## src/rtl/ygr_host_if_regs.sv

```systemverilog
// Host register block for the CD subsystem: DATATRNS FIFO, DATASTAT, HIRQREQ/HIRQMSK, CRn. Reads return one cycle after the strobe.
// No backpressure: drops writes to a full FIFO and returns FFFF from an empty one. Define YGR_FIFO_STAT_CNT_EN to expose the fill count in DATASTAT[15:3].
module ygr_host_if_regs #(
    parameter int IRQ_W      = 14,
    parameter int CR_NUM     = 4,
    parameter int FIFO_DEPTH = 16
) (
    input  logic                   CLK,
    input  logic                   RST_N,
    input  logic                   H_SEL,
    input  logic                   H_WE,
    input  logic [4:0]             H_ADDR,
    input  logic [15:0]            H_DI,
    output logic [15:0]            H_DO,
    output logic                   HIRQ,
    input  logic [IRQ_W-1:0]       D_IRQ_SET,
    input  logic                   D_DIR,
    input  logic                   D_FIFO_WE,
    input  logic [15:0]            D_FIFO_DI,
    input  logic                   D_FIFO_RE,
    output logic [15:0]            D_FIFO_DO,
    output logic                   D_FIFO_FULL,
    output logic                   D_FIFO_EMPTY,
    output logic                   CMD_STB,
    output logic [CR_NUM*16-1:0]   CR_OUT,
    input  logic                   RSP_WE,
    input  logic [CR_NUM*16-1:0]   RSP_DI
);
    localparam int AW = $clog2(FIFO_DEPTH);
    localparam int CW = AW + 1;
    localparam logic [CW-1:0] DEPTH_C = CW'(FIFO_DEPTH);
    localparam logic [2:0]    LAST_CR = 3'(CR_NUM - 1);

    logic                     host_rd, host_wr;
    logic                     sel_trn, sel_stat, sel_req, sel_msk, sel_cr;
    logic [4:0]               cr_off;
    logic [2:0]               cr_idx;

    logic                     dir_q;
    logic [AW-1:0]            wr_ptr_q, wr_ptr_d, rd_ptr_q, rd_ptr_d;
    logic [CW-1:0]            cnt_q, cnt_d;
    logic [15:0]              mem_q [FIFO_DEPTH];
    logic                     full, empty, flush;
    logic                     push_req, pop_req, do_push, do_pop;
    logic [15:0]              push_dat;

    logic [IRQ_W-1:0]         req_q, req_d, msk_q, msk_d;
    logic                     hirq_q;
    logic                     cmd_stb_q, cmd_stb_d;
    logic [CR_NUM-1:0][15:0]  cr_q, cr_d;
    logic [15:0]              h_do_q, h_do_d, rd_dat;
    logic [12:0]              stat_cnt;

    assign host_rd  = H_SEL & ~H_WE;
    assign host_wr  = H_SEL & H_WE;
    assign sel_trn  = (H_ADDR[4:1] == 4'd0);
    assign sel_stat = (H_ADDR[4:1] == 4'd1);
    assign sel_req  = (H_ADDR[4:1] == 4'd2);
    assign sel_msk  = (H_ADDR[4:1] == 4'd3);
    assign cr_off   = H_ADDR - 5'd12;
    assign cr_idx   = cr_off[3:1];
    assign sel_cr   = (H_ADDR >= 5'd12) && (cr_off[4:1] < 4'(CR_NUM));

    assign full  = (cnt_q == DEPTH_C);
    assign empty = (cnt_q == '0);
    assign flush = (D_DIR != dir_q);

    // The active direction picks which side pushes and which side pops.
    assign push_req = dir_q ? (host_wr & sel_trn) : D_FIFO_WE;
    assign pop_req  = dir_q ? D_FIFO_RE : (host_rd & sel_trn);
    assign push_dat = dir_q ? H_DI : D_FIFO_DI;
    assign do_pop   = pop_req & ~empty & ~flush;
    assign do_push  = push_req & (~full | do_pop) & ~flush;

    always_comb begin
        wr_ptr_d = wr_ptr_q;
        rd_ptr_d = rd_ptr_q;
        cnt_d    = cnt_q;
        if (flush) begin
            wr_ptr_d = '0;
            rd_ptr_d = '0;
            cnt_d    = '0;
        end else begin
            if (do_push) wr_ptr_d = wr_ptr_q + AW'(1);
            if (do_pop)  rd_ptr_d = rd_ptr_q + AW'(1);
            case ({do_push, do_pop})
                2'b10:   cnt_d = cnt_q + CW'(1);
                2'b01:   cnt_d = cnt_q - CW'(1);
                default: cnt_d = cnt_q;
            endcase
        end
    end

`ifdef YGR_FIFO_STAT_CNT_EN
    logic [31:0] cnt_wide;
    assign cnt_wide = 32'(cnt_q);
    assign stat_cnt = (cnt_wide > 32'd8191) ? 13'h1FFF : cnt_wide[12:0];
`else
    assign stat_cnt = '0;
`endif

    always_comb begin
        rd_dat = '0;
        if (sel_trn) begin
            rd_dat = (!dir_q && !empty) ? mem_q[rd_ptr_q] : 16'hFFFF;
        end else if (sel_stat) begin
            rd_dat = {stat_cnt, dir_q, full, empty};
        end else if (sel_req) begin
            rd_dat = 16'(req_q);
        end else if (sel_msk) begin
            rd_dat = 16'(msk_q);
        end else if (sel_cr) begin
            for (int k = 0; k < CR_NUM; k++) begin
                if (cr_idx == 3'(k)) rd_dat = cr_q[k];
            end
        end
    end

    // A device set always beats a host clear of the same bit.
    always_comb begin
        req_d = (req_q & ((host_wr && sel_req) ? H_DI[IRQ_W-1:0] : '1)) | D_IRQ_SET;
        if (RSP_WE) req_d[0] = 1'b1;
        msk_d = (host_wr && sel_msk) ? H_DI[IRQ_W-1:0] : msk_q;
    end

    always_comb begin
        cr_d = cr_q;
        if (host_wr && sel_cr) begin
            for (int k = 0; k < CR_NUM; k++) begin
                if (cr_idx == 3'(k)) cr_d[k] = H_DI;
            end
        end
        if (RSP_WE) cr_d = RSP_DI;
        cmd_stb_d = host_wr && sel_cr && (cr_idx == LAST_CR);
        h_do_d    = host_rd ? rd_dat : h_do_q;
    end

    always_ff @(posedge CLK) begin
        if (!RST_N) begin
            dir_q     <= 1'b0;
            wr_ptr_q  <= '0;
            rd_ptr_q  <= '0;
            cnt_q     <= '0;
            req_q     <= '0;
            msk_q     <= '1;
            hirq_q    <= 1'b0;
            cmd_stb_q <= 1'b0;
            cr_q      <= '0;
            h_do_q    <= '0;
        end else begin
            dir_q     <= D_DIR;
            wr_ptr_q  <= wr_ptr_d;
            rd_ptr_q  <= rd_ptr_d;
            cnt_q     <= cnt_d;
            req_q     <= req_d;
            msk_q     <= msk_d;
            hirq_q    <= |(req_q & msk_q);
            cmd_stb_q <= cmd_stb_d;
            cr_q      <= cr_d;
            h_do_q    <= h_do_d;
        end
    end

    always_ff @(posedge CLK) begin
        if (RST_N && do_push) mem_q[wr_ptr_q] <= push_dat;
    end

    assign H_DO         = h_do_q;
    assign HIRQ         = hirq_q;
    assign CMD_STB      = cmd_stb_q;
    assign CR_OUT       = cr_q;
    assign D_FIFO_DO    = mem_q[rd_ptr_q];
    assign D_FIFO_FULL  = full;
    assign D_FIFO_EMPTY = empty;

endmodule

```

## config.mk

```make
export PLATFORM = sky130hd
export DESIGN_NAME = ygr_host_if_regs
export DESIGN_NICKNAME = d
export VERILOG_FILES = /design/src/rtl/ygr_host_if_regs.sv
export SDC_FILE = /design/constraint.sdc
export NUM_CORES = 1
export LEC_CHECK = 0
export ABC_CLOCK_PERIOD_IN_PS = 3950
export CORE_UTILIZATION = 55
export DETAILED_ROUTE_END_ITERATION = 8
export PLACE_DENSITY = 0.85
export SLEW_MARGIN = 10
export SYNTH_ARGS = -nofsm -noshare
export SYNTH_HDL_FRONTEND = slang
export SYNTH_SLANG_ARGS = --single-unit
```

## constraint.sdc

```tcl
create_clock -name CLK -period 3.95 [get_ports CLK]
set_clock_uncertainty 0.2 [all_clocks]
set_input_delay 0.79 -clock CLK [delete_from_list [all_inputs] [get_ports CLK]]
set_output_delay 0.79 -clock CLK [all_outputs]
set_load 0.02 [all_outputs]
```

==> key figures <==
Outcome
  – Status: finished clean

Power
  – Pwr Density: 430.4 nW/um^2
  – Peak supply drop: 302.3 uV
  – Leak: 7.018 nW

Floorplan
  – DIE AREA: 30800 sq um
  – Row count: 63
  – Die Width: 175.5 um
  – Starting Density: 55.86%
  – Core Region: 29640 sq um
  – Ports: 223
  – Die Y: 175.5 um

Routing
  – Via count: 12690
  – # DRC: 0
  – Met1 wire length: 18.44 mm
  – Routed vias/inst: 6.506
  – First DRT Iteration DRCs: 1539
  – Antenna-violating nets left: 0
  – Drt pass-1 iters: 5
  – Met2 WL post-DR: 24.18 mm
  – Max Used Layer: met4
  – Wire length per cell: 25.86 um
  – DR WL met3: 4.721 mm
  – Total routed wirelength: 50.43 mm

Final layout
  – Ratio of cells with drive above 1 in the final layout: 13.53%
  – Final Util: 70.28%
  – Reg area: 10250 sq um
  – # nets final: 1665
  – Fillers: 1962
  – Final instance area: 20830 sq um
  – Area of the multi-input gates: 5883 sq um
  – P&R area growth vs syn: 25.83%
  – Ant diodes: 0

Place
  – Port Buffers: 221
  – Post-DP HPWL: 33.74 mm
  – GP Congestion: 0.9740
  – Area after DPL: 19510 sq um

Global route
  – GR Util All Layers: 32.59%
  – Initial antenna violation count: 0
  – Largest net degree at the start of global routing: 66
  – Global-route wire length before repair: 75.25 mm
  – Vias in the first global route: 12400
  – GRT Residual Overflow: 0

Yosys
  – Top-count cell post-synth: edfxtp_1
  – Synth cell count leaders: edfxtp_1 (256), dfxtp_1 (128), mux2i_1 (118)
  – Syn_area_per_cell: 12.93 sq um
  – Most used DFF post-synth: edfxtp_1
  – Syn Inst Count: 1280
  – Number of synthesized flops with an enable pin: 256
  – Synth async-reset ratio: 0%
  – Top-area cell type share of the netlist area: 46.44%
  – Largest area contributor in the netlist: edfxtp_1
  – Register bit total from synthesis: 384
  – Area contributors post-synth: edfxtp_1 (46%), dfxtp_1 (15%), mux2i_1 (7.1%)
  – Syn Nets: 1414
  – Seq/Total Area, Yosys: 61.92%
  – Synth unique cells: 61
  – Mapped Area: 16550 sq um
  – Ys Warns: 0

Critical path
  – R2r setup slk: 0.26 ns
  – Crit. path cell count: 4
  – CP dominant cell by count: mux4_2
  – FF-to-FF Start: cnt_q[0]
  – CP Cell Sequence: buf_4 > mux4_2 > mux4_2 > clkdlybuf4s50_1
  – Data required, critical path: 2.96 ns
  – Largest stage delay on the critical path: 0.57 ns
  – Critical path class: flop to output pin
  – CP Capture Type: output pin
  – CP top delay family: multiplexers
  – Reg2reg end: cnt_q[4]
  – Worst Path Arrival: 2.88 ns
  – Worst setup path endpoint: D_FIFO_DO[6]
  – Slowest cell on the critical path: clkdlybuf4s50_1
  – WP buf/inv: 2
  – Setup crit start kind: flop
  – R2R cell count: 11
  – Max Fanout on Critical Path: 11

Timing
  – Worst hold slack: 0.2830 ns
  – Slew Viols, Final: 0
  – Relative slew slack: 14.56%
  – Setup violations, final: 0
  – Slew @ Worst Pin: 1.277 ns
  – Peak Freq: 258.4 MHz
  – Tmin final: 3.871 ns
  – RSZ-0062 raised after global routing: no
  – Setup TNS: 0 ns
  – Tcrit/Tclk final: 97.99%
  – Final hold vios: 0

CTS
  – CTS max path bufs: 3
  – Hold_buf cts: 0
  – Clk slew on worst S/H paths: 0.07 ns
  – Clock sinks: 384
  – CTS tree: yes
  – Total number of H-tree levels: 2
  – TritonCTS Buffers: 37
  – Clock root buffer: clkbuf_16
  – Worst-skew pair later-pin latency: 0.54 ns

Job
  – Max_cap viols: 0

Hold path
  – Worst min path class: flop to flop
how the worst min path moves through the flow:
stage / slack, ns / cells past startpoint / end / startpoint
2_1_floorplan: 0.25 / 2 / msk_q[10] / msk_q[10]
3_5_place_dp: 0.27 / 2 / msk_q[3] / msk_q[3]
6_report: 0.28 / 2 / msk_q[7] / msk_q[7]
4_1_cts: 0.28 / 2 / msk_q[3] / msk_q[3]
3_3_place_gp: 0.26 / 2 / msk_q[11] / msk_q[11]
5_1_grt: 0.31 / 2 / msk_q[5] / msk_q[5]
worst min-delay path, delay by kind of cell (launching register included):
family / cells / cell delay, ns
and+or+nand+nor: 2 / 0.12
DFF: 1 / 0.32
per-stage QoR:
stage / setup WS, ns / cells / total power, mW
5_1_grt: 0.02782 / 1950 / 9.191
2_1_floorplan: 0.2638 / 1280 / 4.886
3_3_place_gp: -0.07820 / 1876 / 5.290
6_report: 0.07935 / 1950 / 8.967
4_1_cts: 0.01404 / 1945 / 8.962
3_5_place_dp: -0.1690 / 1876 / 5.308
metal layers:
metal	track usage (%)	vias to the layer above
met2	53.74	847
met1	40.36	6188
met3	5.996	197
li1	-	5454
met5	0	-
met4	18.99	0
power breakdown:
part           switching [mW]  leakage [nW]  internal, mW  total, mW
registers              0.0748          3.36          4.37       4.45
clock network            1.52         0.615          2.20       3.72
logic                   0.450          3.05         0.349      0.799
flip-flops by register name, indices dropped and copies added (netlist names), 4 cells and up, named ones only:
register  flops
CR_OUT       64
H_DO         16
cnt_q         5
mem_q       256
msk_q        14
rd_ptr_q      4
req_q        14
wr_ptr_q      4
cell type report:
cell class	instances	area share (%)
Sequential cell	384	49.22
Multi-Input combinational cell	790	28.24
Clock buffer	50	4.823
Tap cell	390	2.342
Clock inverter	18	1.267
Inverter	13	0.2342
Timing Repair Buffer	305	13.87
what timing repair did:
| item | in CTS | in global routing |
|---|---|---|
| setup buffers | 1 | 5 |
| cloned | 0 | 0 |
| resized for setup | 0 | 2 |
| endpoints found under the setup margin | 9 | 6 |
cells in the final DEF, fill, tap and decap left out, drive strengths merged, types with 31 or more instances in the layout:
master,instances
a211oi,68
a22oi,56
buf,87
clkbuf,50
clkdlybuf4s50,218
dfxtp,128
edfxtp,256
mux2i,118
mux4,31
nand2,75
nand3,31
nor2,98
nor3,60
o21ai,68
kinds of logic after synthesis:
group | after synthesis | synth area share [%]
xor+xnor | 6 | 0.3174
buf+inv | 106 | 2.698
compound gates | 287 | 12.53
fa+ha+maj | 11 | 0.8767
mux | 165 | 12.44
flops | 384 | 61.92
simple gates | 321 | 9.221
Power figures use the tool's default switching activity.
